==> src/rtl/wm_program_sequencer.sv <==
// rtl/wm_program_sequencer.sv - program-aware washing-machine cycle sequencer
// Latches a wash program at start and times each phase from a per-program duration table.
module wm_program_sequencer #(
  parameter int CNT_W = 4
) (
  input  logic       clk,
  input  logic       reset,
  input  logic       start_button,
  input  logic       pause_button,
  input  logic       door_closed,
  input  logic       water_full,
  input  logic [1:0] prog_sel,
  output logic [2:0] phase,
  output logic       valve_on,
  output logic       motor_on,
  output logic       drain_on,
  output logic       paused,
  output logic       fault,
  output logic       out
);

  typedef enum logic [2:0] {
    S_OFF   = 3'b000,
    S_FILL  = 3'b001,
    S_WASH  = 3'b010,
    S_DRAIN = 3'b011,
    S_RINSE = 3'b100,
    S_SPIN  = 3'b101,
    S_DONE  = 3'b110,
    S_FAULT = 3'b111
  } state_t;

  state_t           state_q, state_d;
  logic [CNT_W-1:0] cnt_q, cnt_d;
  logic [1:0]       rinse_cnt_q, rinse_cnt_d;
  logic [1:0]       prog_q, prog_d;
  logic             pause_q, pause_d;
  logic             run;
  logic             last;

  function automatic logic is_timed(input state_t st);
    return (st >= S_FILL) && (st <= S_SPIN);
  endfunction

  // Program 2'b11 aliases to normal via the default arms.
  function automatic logic [CNT_W-1:0] dur(input logic [1:0] prog, input state_t st);
    logic [CNT_W-1:0] d;
    d = '0;
    case (prog)
      2'b00: case (st)
        S_FILL:  d = CNT_W'(4);
        S_WASH:  d = CNT_W'(6);
        S_DRAIN: d = CNT_W'(3);
        S_RINSE: d = CNT_W'(3);
        S_SPIN:  d = CNT_W'(4);
        default: d = '0;
      endcase
      2'b10: case (st)
        S_FILL:  d = CNT_W'(8);
        S_WASH:  d = CNT_W'(15);
        S_DRAIN: d = CNT_W'(5);
        S_RINSE: d = CNT_W'(7);
        S_SPIN:  d = CNT_W'(8);
        default: d = '0;
      endcase
      default: case (st)
        S_FILL:  d = CNT_W'(6);
        S_WASH:  d = CNT_W'(10);
        S_DRAIN: d = CNT_W'(4);
        S_RINSE: d = CNT_W'(5);
        S_SPIN:  d = CNT_W'(6);
        default: d = '0;
      endcase
    endcase
    return d;
  endfunction

  function automatic logic [2:0] passes(input logic [1:0] prog);
    case (prog)
      2'b00:   return 3'd1;
      2'b10:   return 3'd3;
      default: return 3'd2;
    endcase
  endfunction

  assign run  = is_timed(state_q) && !pause_q;
  assign last = (cnt_q == CNT_W'(1));

  always_comb begin
    state_d     = state_q;
    cnt_d       = cnt_q;
    rinse_cnt_d = rinse_cnt_q;
    prog_d      = prog_q;
    case (state_q)
      S_OFF: begin
        if (start_button && door_closed) begin
          state_d     = S_FILL;
          prog_d      = prog_sel;
          rinse_cnt_d = '0;
        end
      end
      S_FILL: begin
        if (run && water_full)  state_d = S_WASH;
        else if (run && last)   state_d = S_FAULT;
      end
      S_WASH:  if (run && last) state_d = S_DRAIN;
      S_DRAIN: if (run && last) state_d = S_RINSE;
      S_RINSE: begin
        if (run && last) begin
          if ({1'b0, rinse_cnt_q} + 3'd1 < passes(prog_q)) begin
            state_d     = S_DRAIN;
            rinse_cnt_d = rinse_cnt_q + 2'd1;
          end else begin
            state_d = S_SPIN;
          end
        end
      end
      S_SPIN:  if (run && last) state_d = S_DONE;
      S_DONE:  state_d = S_OFF;
      default: state_d = S_FAULT;
    endcase

    // No timed state transitions to itself, so any state change is an entry.
    if (state_d != state_q) begin
      cnt_d = is_timed(state_d) ? dur(prog_d, state_d) : '0;
    end else if (run) begin
      cnt_d = cnt_q - CNT_W'(1);
    end

    pause_d = is_timed(state_d) ? pause_button : 1'b0;
  end

  always_ff @(posedge clk) begin
    if (reset) begin
      state_q     <= S_OFF;
      cnt_q       <= '0;
      rinse_cnt_q <= '0;
      prog_q      <= '0;
      pause_q     <= 1'b0;
    end else begin
      state_q     <= state_d;
      cnt_q       <= cnt_d;
      rinse_cnt_q <= rinse_cnt_d;
      prog_q      <= prog_d;
      pause_q     <= pause_d;
    end
  end

  assign phase    = state_q;
  assign valve_on = run && ((state_q == S_FILL) || (state_q == S_RINSE));
  assign motor_on = run && ((state_q == S_WASH) || (state_q == S_RINSE) || (state_q == S_SPIN));
  assign drain_on = run && ((state_q == S_DRAIN) || (state_q == S_SPIN));
  assign paused   = pause_q;
  assign fault    = (state_q == S_FAULT);
  assign out      = (state_q == S_DONE);

endmodule

==> config.mk <==
export PLATFORM = sky130hd
export DESIGN_NAME = wm_program_sequencer
export DESIGN_NICKNAME = d
export VERILOG_FILES = /design/src/rtl/wm_program_sequencer.sv
export SDC_FILE = /design/constraint.sdc
export NUM_CORES = 1
export LEC_CHECK = 0
export ABC_AREA = 1
export BUFFER_PORTS_ARGS = -buffer_cell sky130_fd_sc_hd__buf_2
export CORE_MARGIN = 3
export CORE_UTILIZATION = 56
export DETAILED_ROUTE_END_ITERATION = 6
export HOLD_SLACK_MARGIN = 0.15
export PLACE_DENSITY = 0.85
export SLEW_MARGIN = 25
export SYNTH_ARGS = -nofsm -noshare
export SYNTH_HDL_FRONTEND = slang
export SYNTH_SLANG_ARGS = --single-unit
==> constraint.sdc <==
create_clock -name clk -period 2.5 [get_ports clk]
set_clock_uncertainty 0.2 [all_clocks]
set_input_delay 0.25 -clock clk [delete_from_list [all_inputs] [get_ports clk]]
set_output_delay 0.25 -clock clk [all_outputs]
set_load 0.02 [all_outputs]
==> results.json, run 1 <==
{
  "synth.avg_cell_area_um2": 6.51,
  "placementRows": 15,
  "routed_wl_um": 3230,
  "worst_pin_slew_ns": 0.462,
  "gr-total-overflow": 0,
  "final_hold_viol_count": 0,
  "maxSlewViolCount": 0,
  "ys_top_cells_by_count": "50 x nand2_1, 21 x nor2_1, 15 x inv_1",
  "layout_worst_path_cycle_share_pct": 96.0,
  "fmax_mhz": 417,
  "cts-root-buf": "clkbuf_4",
  "synth_most_common_cell": "nand2_1",
  "final_nets": 216,
  "swShare_pct": 48.1,
  "yosys_warnings": 0,
  "post-route-min-period_ns": 2.40,
  "drt-initial-drc-count": 51,
  "antenna_found_initial": 0,
  "setup_viol": 0,
  "wl_per_cell_um": 14.1,
  "switchingPower_w": 0.000502,
  "power.internal_w": 0.000541,
  "synth-edff-count": 0,
  "holdPathStages": 2,
  "combinationalPowerShare_pct": 58.8,
  "hold_end": "rinse_cnt_q[1]",
  "p_clk_share_pct": 15.5,
  "antenna_cells": 0,
  "drive_gt1_share_pct": 36.0,
  "die_area_um2": 2660,
  "ys_types": 32,
  "drtPass1Iterations": 5,
  "grt_pass1_vias": 1095,
  "cts_buffers": 3,
  "top_level_ports": 17,
  "reg2regPathDepth": 18,
  "synth.net_count": 191,
  "crit_type": "flip-flop to flip-flop",
  "finalWorstSetupSlack_ns": 0.0991,
  "cp.arrival_ns": 2.43,
  "die_x_um": 51.6,
  "p_leak_nw": 0.750,
  "status": "finished clean",
  "ctsLongestPathBuffers": 2,
  "cp_max_fo": 4,
  "netlist_area_um2": 1160,
  "port_buffers": 16,
  "irDropWorstVdd_v": 0.000441,
  "critPathSlowestCell": "fa_1",
  "worst_hold_startpoint": "rinse_cnt_q[1]",
  "die_h_um": 51.6,
  "path_cells": "inv_2, nand2_2, fa_1, nor2_1, nand2_1, nand2_2, nor2_1, nor2_1, nand2_1, nand2_2, nand3_4, inv_4, nand3_2, nand2_2, nand2_1, nand3_1, nand2_1, a21oi_2",
  "core_area_um2": 1840,
  "grt_max_degree": 10,
  "slew_headroom_pct": 69.2,
  "cts.sinks": 12,
  "cp_num_buf_inv": 2,
  "vias_per_cell": 5.63,
  "grt_pass1_wl_um": 4710,
  "synth_cells": 179,
  "cts_tree": "done",
  "place_ws_ns": 0.0608,
  "ant_nets": 0,
  "p_per_area_nw_per_um2": 751,
  "synth_seq_area_share_pct": 20.6,
  "grt_use_total_pct": 23.2,
  "initial_core_util_pct": 63.3,
  "rrSetupSlack_ns": 0.1,
  "hpwl_um": 2230,
  "yosys.area.top_type_share_pct": 20.6,
  "hp-class": "flip-flop to flip-flop",
  "cp_top_family": "simple AND/OR/NAND/NOR gates",
  "cts_htree_levels": 1,
  "r2r-end": "cnt_q[2]",
  "synthTopCellsByArea": "dfxtp_1 21%, nand2_1 16%, nor2_1 6.8%",
  "postLayoutCellArea_um2": 1390,
  "routabilityCongestion": 0.956,
  "vias": 1284,
  "synth_flop_cell": "dfxtp_1",
  "syn2layout_area_growth_pct": 19.3,
  "synthArstFlopShare_pct": 0,
  "place_area_um2": 1260,
  "end_kind": "flip-flop",
  "cp.required_ns": 2.53,
  "max_stage_delay_ns": 0.43,
  "r2r-start": "prog_q[0]",
  "clk_latency_ns": 0.28,
  "ys_ff_latch": 12,
  "seqPwrFrac_pct": 25.8,
  "drc": 0,
  "start_kind": "flip-flop",
  "path_clk_slew_ns": 0.10,
  "maxCapViolCount": 0,
  "yosysTopAreaCell": "dfxtp_1"
}
how the worst max path moves through the flow:
stage                    from  endpoint  slack, ns  cells after the start
3_5_place_dp   rinse_cnt_q[0]  cnt_q[1]       0.06                     15
2_1_floorplan        phase[0]  cnt_q[1]       0.30                     13
5_1_grt             prog_q[0]  cnt_q[3]      -0.10                     18
4_1_cts        rinse_cnt_q[0]  cnt_q[2]       0.05                     17
6_report            prog_q[0]  cnt_q[2]        0.1                     18
3_3_place_gp   rinse_cnt_q[0]  cnt_q[1]       0.16                     15
placed cells by master, fill, tap and decap left out, types with 2 or more instances in the layout:
cell type | netlist | routed
nand2_2 | 9 | 16
inv_2 | 8 | 9
nand2_1 | 50 | 43
nor2_4 | 3 | 3
nand3_1 | 14 | 12
nor2_1 | 21 | 20
nor2_2 | 1 | 2
o21ai_0 | 4 | 4
nand3_2 | 2 | 4
o21ai_1 | 3 | 3
ha_1 | 3 | 3
nand4_1 | 3 | 3
a21oi_2 | 1 | 3
dfxtp_1 | 12 | 11
xor2_1 | 2 | 2
a211oi_1 | 2 | 2
clkbuf_4 | 0 | 3
a21oi_1 | 8 | 6
nand3_4 | 4 | 4
buf_4 | 1 | 4
dlygate4sd3_1 | 0 | 4
buf_2 | 0 | 16
inv_1 | 15 | 13
metrics by stage:
step | power, W | setup TNS, ns | hold WS, ns | utilization [%] | cells
floorplan | 0.000702 | 0 | 0.171 | - | 179
global placement | 0.000781 | 0 | 0.303 | 68.4 | 218
detailed placement | 0.000806 | 0 | 0.314 | 68.4 | 218
CTS | 0.000970 | 0 | 0.327 | 72.5 | 226
global route | 0.00113 | -0.311 | 0.343 | 75.6 | 228
finish | 0.00104 | 0 | 0.333 | 75.6 | 228
metal layers:
layer / vias to the layer above / GRT usage (%) / share of wire, %
li1: 617 / - / -
met1: 573 / 29.5 / 39
met2: 76 / 38.3 / 49
met3: 18 / 5.16 / 8.6
met4: 0 / 7.86 / 3.1
met5: - / 0 / 0
registers in the layout, indices dropped and copies added (netlist names):
signal,flops
phase,3
prog_q,2
rinse_cnt_q,2
paused,1
cnt_q,4
power groups by stage:
stage | clock network [W] | logic (W) | registers [W]
after floorplan | 0 | 0.000438 | 0.000263
after global placement | 0 | 0.000513 | 0.000268
after detailed placement | 0 | 0.000535 | 0.000271
after CTS | 0.000160 | 0.000544 | 0.000267
after global routing | 0.000169 | 0.000685 | 0.000272
final | 0.000162 | 0.000613 | 0.000269
worst reg2reg max path: stages, from the launching register on:
cell and delay, ns:
dfxtp_1 0.33, inv_2 0.08, nand2_2 0.05, fa_1 0.43, nor2_1 0.10, nand2_1 0.07, nand2_2 0.08, nor2_1 0.05
nor2_1 0.08, nand2_1 0.07, nand2_2 0.10, nand3_4 0.12, inv_4 0.09, nand3_2 0.08, nand2_2 0.09, nand2_1 0.05
nand3_1 0.09, nand2_1 0.08, a21oi_2 0.13
cell type report:
cell class	count	area (um^2)
Sequential cell	12	241
Tap cell	25	31.3
Inverter	25	101
Fill cell	155	449
Multi-Input combinational cell	138	830
Timing Repair Buffer	24	150
Clock buffer	4	36.3
cells by family after synthesis:
logic type | count (synthesis) | share of synthesized area [%]
AOI/OAI and AO/OA | 21 | 11.5
xor gates and xnor gates | 2 | 1.50
adders and majority gates | 4 | 4.94
buffers and inverters | 29 | 11.4
DFF | 12 | 20.6
and+or+nand+nor | 111 | 50.1
repair_timing:
action,in CTS,in global routing
setup buffers,0,2
hold endpoints to repair,7,0
hold buffers,4,0
gates resized for setup,0,16
setup endpoints to repair,0,4
Power figures use the tool's default switching activity.
==> run 2, diff against run 1 <==
--- a/config.mk
+++ b/config.mk
@@ -5,13 +5,12 @@
 export SDC_FILE = /design/constraint.sdc
 export NUM_CORES = 1
 export LEC_CHECK = 0
-export ABC_AREA = 1
 export BUFFER_PORTS_ARGS = -buffer_cell sky130_fd_sc_hd__buf_2
 export CORE_MARGIN = 3
 export CORE_UTILIZATION = 56
 export DETAILED_ROUTE_END_ITERATION = 6
 export HOLD_SLACK_MARGIN = 0.15
-export PLACE_DENSITY = 0.85
+export PLACE_DENSITY = 0.86
 export SLEW_MARGIN = 25
 export SYNTH_ARGS = -nofsm -noshare
 export SYNTH_HDL_FRONTEND = slang
==> run 2 against run 1 <==
The flow now finishes with violations (negative setup slack). Die area down 3.5%. Clock-buffer cell count unchanged. First-iteration DRC count up 3.9%. Final cell count down 16%. Register-to-register slack worse by 0.22 ns. Fmax decreased by 8.4%. Wire length up 1.3%. Critical path depth shrank 11. Worst setup slack worse by 0.22 ns. Largest cell class unchanged.
==> results.json, run 2 <==
{
  "final_nets": 180,
  "place_ws_ns": -0.203,
  "p_per_area_nw_per_um2": 639,
  "netlist_area_um2": 1120,
  "ant_nets": 0,
  "ys_top_cells_by_count": "15 x nor2_1, 12 x dfxtp_1, 9 x inv_1",
  "ys_ff_latch": 12,
  "drive_gt1_share_pct": 37.1,
  "core_area_um2": 1800,
  "initial_core_util_pct": 62.1,
  "maxSlewViolCount": 0,
  "grt_pass1_vias": 1226,
  "setup_viol": 4,
  "vias_per_cell": 6.36,
  "synth.net_count": 148,
  "drc": 0,
  "worst_pin_slew_ns": 0.533,
  "synth_seq_area_share_pct": 21.5,
  "crit_type": "flip-flop to flip-flop",
  "grt_max_degree": 16,
  "maxCapViolCount": 0,
  "synth-edff-count": 0,
  "synthArstFlopShare_pct": 0,
  "drt-initial-drc-count": 53,
  "top_level_ports": 17,
  "cts-root-buf": "clkbuf_4",
  "antenna_found_initial": 0,
  "fmax_mhz": 381,
  "cts.sinks": 12,
  "status": "finished, violations left",
  "irDropWorstVdd_v": 0.000438,
  "hp-class": "input port to flip-flop",
  "finalWorstSetupSlack_ns": -0.121,
  "regMostFlops": "cnt_q",
  "synthTopCellsByArea": "dfxtp_1 21%, nor2_1 5.0%, ha_1 3.4%",
  "end_kind": "flip-flop",
  "synth_most_common_cell": "nor2_1",
  "violations": "negative setup slack",
  "vias": 1222,
  "final_cell_mix": "18 x buf_4, 16 x buf_2, 15 x nor2_1",
  "cp.required_ns": 2.48,
  "clk_latency_ns": 0.27,
  "cts_htree_levels": 1,
  "ctsLongestPathBuffers": 2,
  "worst_hold_slack_ns": 0.160,
  "cp.arrival_ns": 2.60,
  "syn2layout_area_growth_pct": 26.5,
  "start_kind": "flip-flop",
  "ys_types": 53,
  "utilization_pct": 78.5,
  "grt_setup_unrepaired": "yes",
  "synth.avg_cell_area_um2": 8.22,
  "final_common_cell": "buf_4",
  "p_leak_nw": 0.563,
  "die_h_um": 50.7,
  "cts_tree": "done",
  "cp_max_fo": 5,
  "die_area_um2": 2570,
  "die_x_um": 50.7,
  "drtPass1Iterations": 4,
  "slew_headroom_pct": 63.4,
  "power_w": 0.000904,
  "yosysTopAreaCell": "dfxtp_1",
  "yosys_warnings": 0,
  "final_hold_viol_count": 0,
  "path_clk_slew_ns": 0.08,
  "gr-total-overflow": 0,
  "synth_flop_cell": "dfxtp_1",
  "post-route-min-period_ns": 2.62,
  "largest_reg_flops": 4,
  "r2r-start": "prog_q[1]",
  "synth_cells": 136,
  "placementRows": 15,
  "port_buffers": 16,
  "wl_per_cell_um": 17.0,
  "antenna_cells": 0,
  "cts_buffers": 3,
  "grt_use_total_pct": 27.8,
  "routed_wl_um": 3270,
  "grt_pass1_wl_um": 5490,
  "layout_worst_path_cycle_share_pct": 105,
  "hpwl_um": 2350,
  "routabilityCongestion": 1.01,
  "crit_start": "prog_q[1]",
  "worst_hold_startpoint": "prog_sel[0]",
  "yosys.area.top_type_share_pct": 21.5
}
==> run 2: power breakdown <==
| part | total [W] | leakage (nW) | switching, W | internal, W |
|---|---|---|---|---|
| logic | 0.000484 | 0.443 | 0.000264 | 0.000220 |
| clock network | 0.000155 | 0.0210 | 0.0000665 | 0.0000885 |
| registers | 0.000265 | 0.0989 | 0.0000450 | 0.000220 |
==> run 2: kinds of logic after synthesis <==
logic type	after synthesis	share of synthesized area, %
muxes	3	2.80
and+or+nand+nor	50	25.3
DFF	12	21.5
buffers and inverters	18	7.27
adders and majority gates	4	5.15
xor gates and xnor gates	4	3.13
AOI/OAI and AO/OA	45	34.9
==> run 2: worst max-delay path, stage by stage, from the launching register on <==
cell and delay (ns):
dfxtp_2 0.32, or2_4 0.25, fa_2 0.59, o311ai_2 0.09
a2111o_1 0.48, a21oi_2 0.21, nand2_1 0.12, a311oi_2 0.26
==> run 2: routing by layer <==
metal	GRT usage [%]	wire length, um
met5	0	0
met4	10.3	71
met3	2.67	201
met2	51.7	1690
met1	32.4	1310
==> run 2: repair_timing <==
action	CTS	global route
hold buffers	2	0
setup endpoints to repair	5	6
buffers inserted	1	2
hold endpoints to repair	12	0
pin swaps	9	5
gates resized for setup	6	5
==> run 2: final cells by class <==
type                            instances  area (um^2)
Clock buffer                            4         36.3
Fill cell                             135          387
Inverter                                9         33.8
Multi-Input combinational cell        106          836
Sequential cell                        12          243
Tap cell                               25         31.3
Timing Repair Buffer                   36          235
==> run 2: per-stage QoR <==
| stage | instance area, um^2 | instances | TNS, ns |
|---|---|---|---|
| detailed placement | 1310 | 183 | -0.643 |
| global route | 1420 | 192 | -0.547 |
| floorplan | 1140 | 136 | -0.00139 |
| CTS | 1390 | 190 | -0.355 |
| global placement | 1310 | 183 | -0.0910 |
| finish | 1420 | 192 | -0.254 |
==> run 2: path summary, 6_finish.rpt <==
check,end,slack [ns],depth (start not counted)
setup / recovery,cnt_q[1],-0.12,7
hold / removal,prog_q[0],0.16,3
setup reg to reg,cnt_q[1],-0.12,7
hold reg to reg,rinse_cnt_q[1],0.38,2
==> run 3, diff against run 2 <==
--- a/config.mk
+++ b/config.mk
@@ -7,10 +7,10 @@
 export LEC_CHECK = 0
 export BUFFER_PORTS_ARGS = -buffer_cell sky130_fd_sc_hd__buf_2
 export CORE_MARGIN = 3
-export CORE_UTILIZATION = 56
+export CORE_UTILIZATION = 60
 export DETAILED_ROUTE_END_ITERATION = 6
 export HOLD_SLACK_MARGIN = 0.15
-export PLACE_DENSITY = 0.86
+export PLACE_DENSITY = 0.91
 export SLEW_MARGIN = 25
 export SYNTH_ARGS = -nofsm -noshare
 export SYNTH_HDL_FRONTEND = slang
==> constraint.sdc (replaced) <==
create_clock -name clk -period 3.3 [get_ports clk]
set_clock_uncertainty 0.2 [all_clocks]
set_input_delay 0.33 -clock clk [delete_from_list [all_inputs] [get_ports clk]]
set_output_delay 0.33 -clock clk [all_outputs]
set_load 0.02 [all_outputs]
==> run 3 against run 2 <==
The flow now finishes without violations. Sequential power decreased by 21%. Non-clock buffer count decreased by 19. Sequential cell count unchanged. Final cell count decreased by 11%. Core utilization decreased by 4.2 points. Fmax decreased by 2.7%. Sequential share of layout area increased by 2.7 points. Largest cell class unchanged. Highest routed layer unchanged.
==> results.json, run 3 (synthesized netlist as in run 2, its figures left out) <==
{
  "drc": 0,
  "hp-class": "input port to flip-flop",
  "cts-root-buf": "clkbuf_4",
  "irDropWorstVdd_v": 0.000377,
  "drtPass1Iterations": 5,
  "ant_nets": 0,
  "start_kind": "flip-flop",
  "routed_wl_um": 2670,
  "core_area_um2": 1630,
  "die_x_um": 49.2,
  "crit_type": "flip-flop to flip-flop",
  "finalWorstSetupSlack_ns": 0.606,
  "final_hold_viol_count": 0,
  "cp_max_fo": 9,
  "r2r-start": "prog_q[0]",
  "wl_per_cell_um": 15.6,
  "cp.required_ns": 3.24,
  "setup_tns_ns": 0,
  "cp.arrival_ns": 2.63,
  "cts_tree": "done",
  "rrSetupSlack_ns": 0.61,
  "fmax_mhz": 371,
  "port_buffers": 16,
  "reg2regPathDepth": 8,
  "grt_setup_unrepaired": "no",
  "clk_latency_ns": 0.27,
  "drive_gt1_share_pct": 24.5,
  "grt_pass1_vias": 988,
  "final_cell_mix": "16 x buf_2, 15 x nor2_1, 12 x dfxtp_1",
  "cts_buffers": 3,
  "grt_pass1_wl_um": 4490,
  "syn2layout_area_growth_pct": 8.28,
  "final_common_cell": "buf_2",
  "maxSlewViolCount": 0,
  "top_level_ports": 17,
  "placementRows": 14,
  "path_clk_slew_ns": 0.07,
  "place_ws_ns": 0.621,
  "die_area_um2": 2420,
  "p_per_area_nw_per_um2": 479,
  "ctsResizeCount": 0,
  "cts.sinks": 12,
  "status": "finished clean",
  "cts_htree_levels": 1,
  "worst_pin_slew_ns": 0.659,
  "gr-total-overflow": 0,
  "post-route-min-period_ns": 2.69,
  "routabilityCongestion": 0.917,
  "initial_core_util_pct": 68.7,
  "die_h_um": 49.2,
  "vias_per_cell": 6.44,
  "hold_end": "phase[0]",
  "r2r-end": "cnt_q[1]",
  "p_leak_nw": 0.451,
  "largest_reg_flops": 4,
  "grt_use_total_pct": 23.2,
  "slew_headroom_pct": 56.0,
  "final_nets": 161,
  "hold_buffers": 0,
  "setup_viol": 0,
  "antenna_found_initial": 0,
  "maxCapViolCount": 0,
  "drt-initial-drc-count": 59,
  "end_kind": "flip-flop",
  "regMostFlops": "cnt_q",
  "cts_setup_buffers": 0,
  "layout_worst_path_cycle_share_pct": 81.7,
  "holdPathStages": 2,
  "hpwl_um": 2050,
  "grt_max_degree": 21,
  "ctsLongestPathBuffers": 2,
  "vias": 1102,
  "antenna_cells": 0,
  "worst_hold_startpoint": "reset"
}
[run 3: worst max-delay path, stage by stage (launching register included)]
cell      delay, ns
dfxtp_1        0.33
or2_2          0.30
fa_1           0.45
o31ai_1        0.25
buf_4          0.18
o22ai_1        0.08
a22o_1         0.36
a211oi_1       0.34
a311oi_2       0.08
[run 3: through the flow]
stage	hold WS (ns)	util [%]	area [um^2]	instances	power, W
2_1_floorplan	0.198	-	1120	136	0.000433
3_3_place_gp	0.315	73.0	1190	168	0.000478
3_5_place_dp	0.374	73.0	1190	168	0.000491
4_1_cts	0.186	74.3	1210	171	0.000580
5_1_grt	0.197	74.3	1210	171	0.000620
6_report	0.187	74.3	1210	171	0.000581
[run 3: area by class of cell]
type / count / area [um^2]
clock buffers: 3 / 22.5
fillers: 136 / 418
inverters: 9 / 33.8
multi-input cells: 106 / 797
flip-flops and latches: 12 / 240
well taps: 24 / 30.0
repair buffers: 17 / 87.6
[run 3: how the worst max path moves through the flow]
stage,start,to,depth (start not counted)
after floorplan,prog_q[0],cnt_q[1],8
after CTS,prog_q[0],cnt_q[1],8
final,prog_q[0],cnt_q[1],8
after detailed placement,prog_q[0],cnt_q[1],8
after global routing,prog_q[0],cnt_q[1],8
after global placement,prog_q[0],cnt_q[1],8
[run 3: routing by layer]
metal	routed length, um	vias to the layer above	global-route usage (%)
li1	-	535	-
met1	1120	508	32.4
met2	1320	54	37.1
met3	209	5	3.67
met4	18	0	4.74
met5	0	-	0
[run 3: report_power, final]
part | leakage, nW | internal [W] | total (W) | switching (W)
Sequential | 0.0980 | 0.000166 | 0.000209 | 0.0000431
Combinational | 0.339 | 0.000123 | 0.000283 | 0.000160
Clock | 0.0138 | 0.0000422 | 0.0000884 | 0.0000462
Total | 0.451 | 0.000331 | 0.000581 | 0.000250
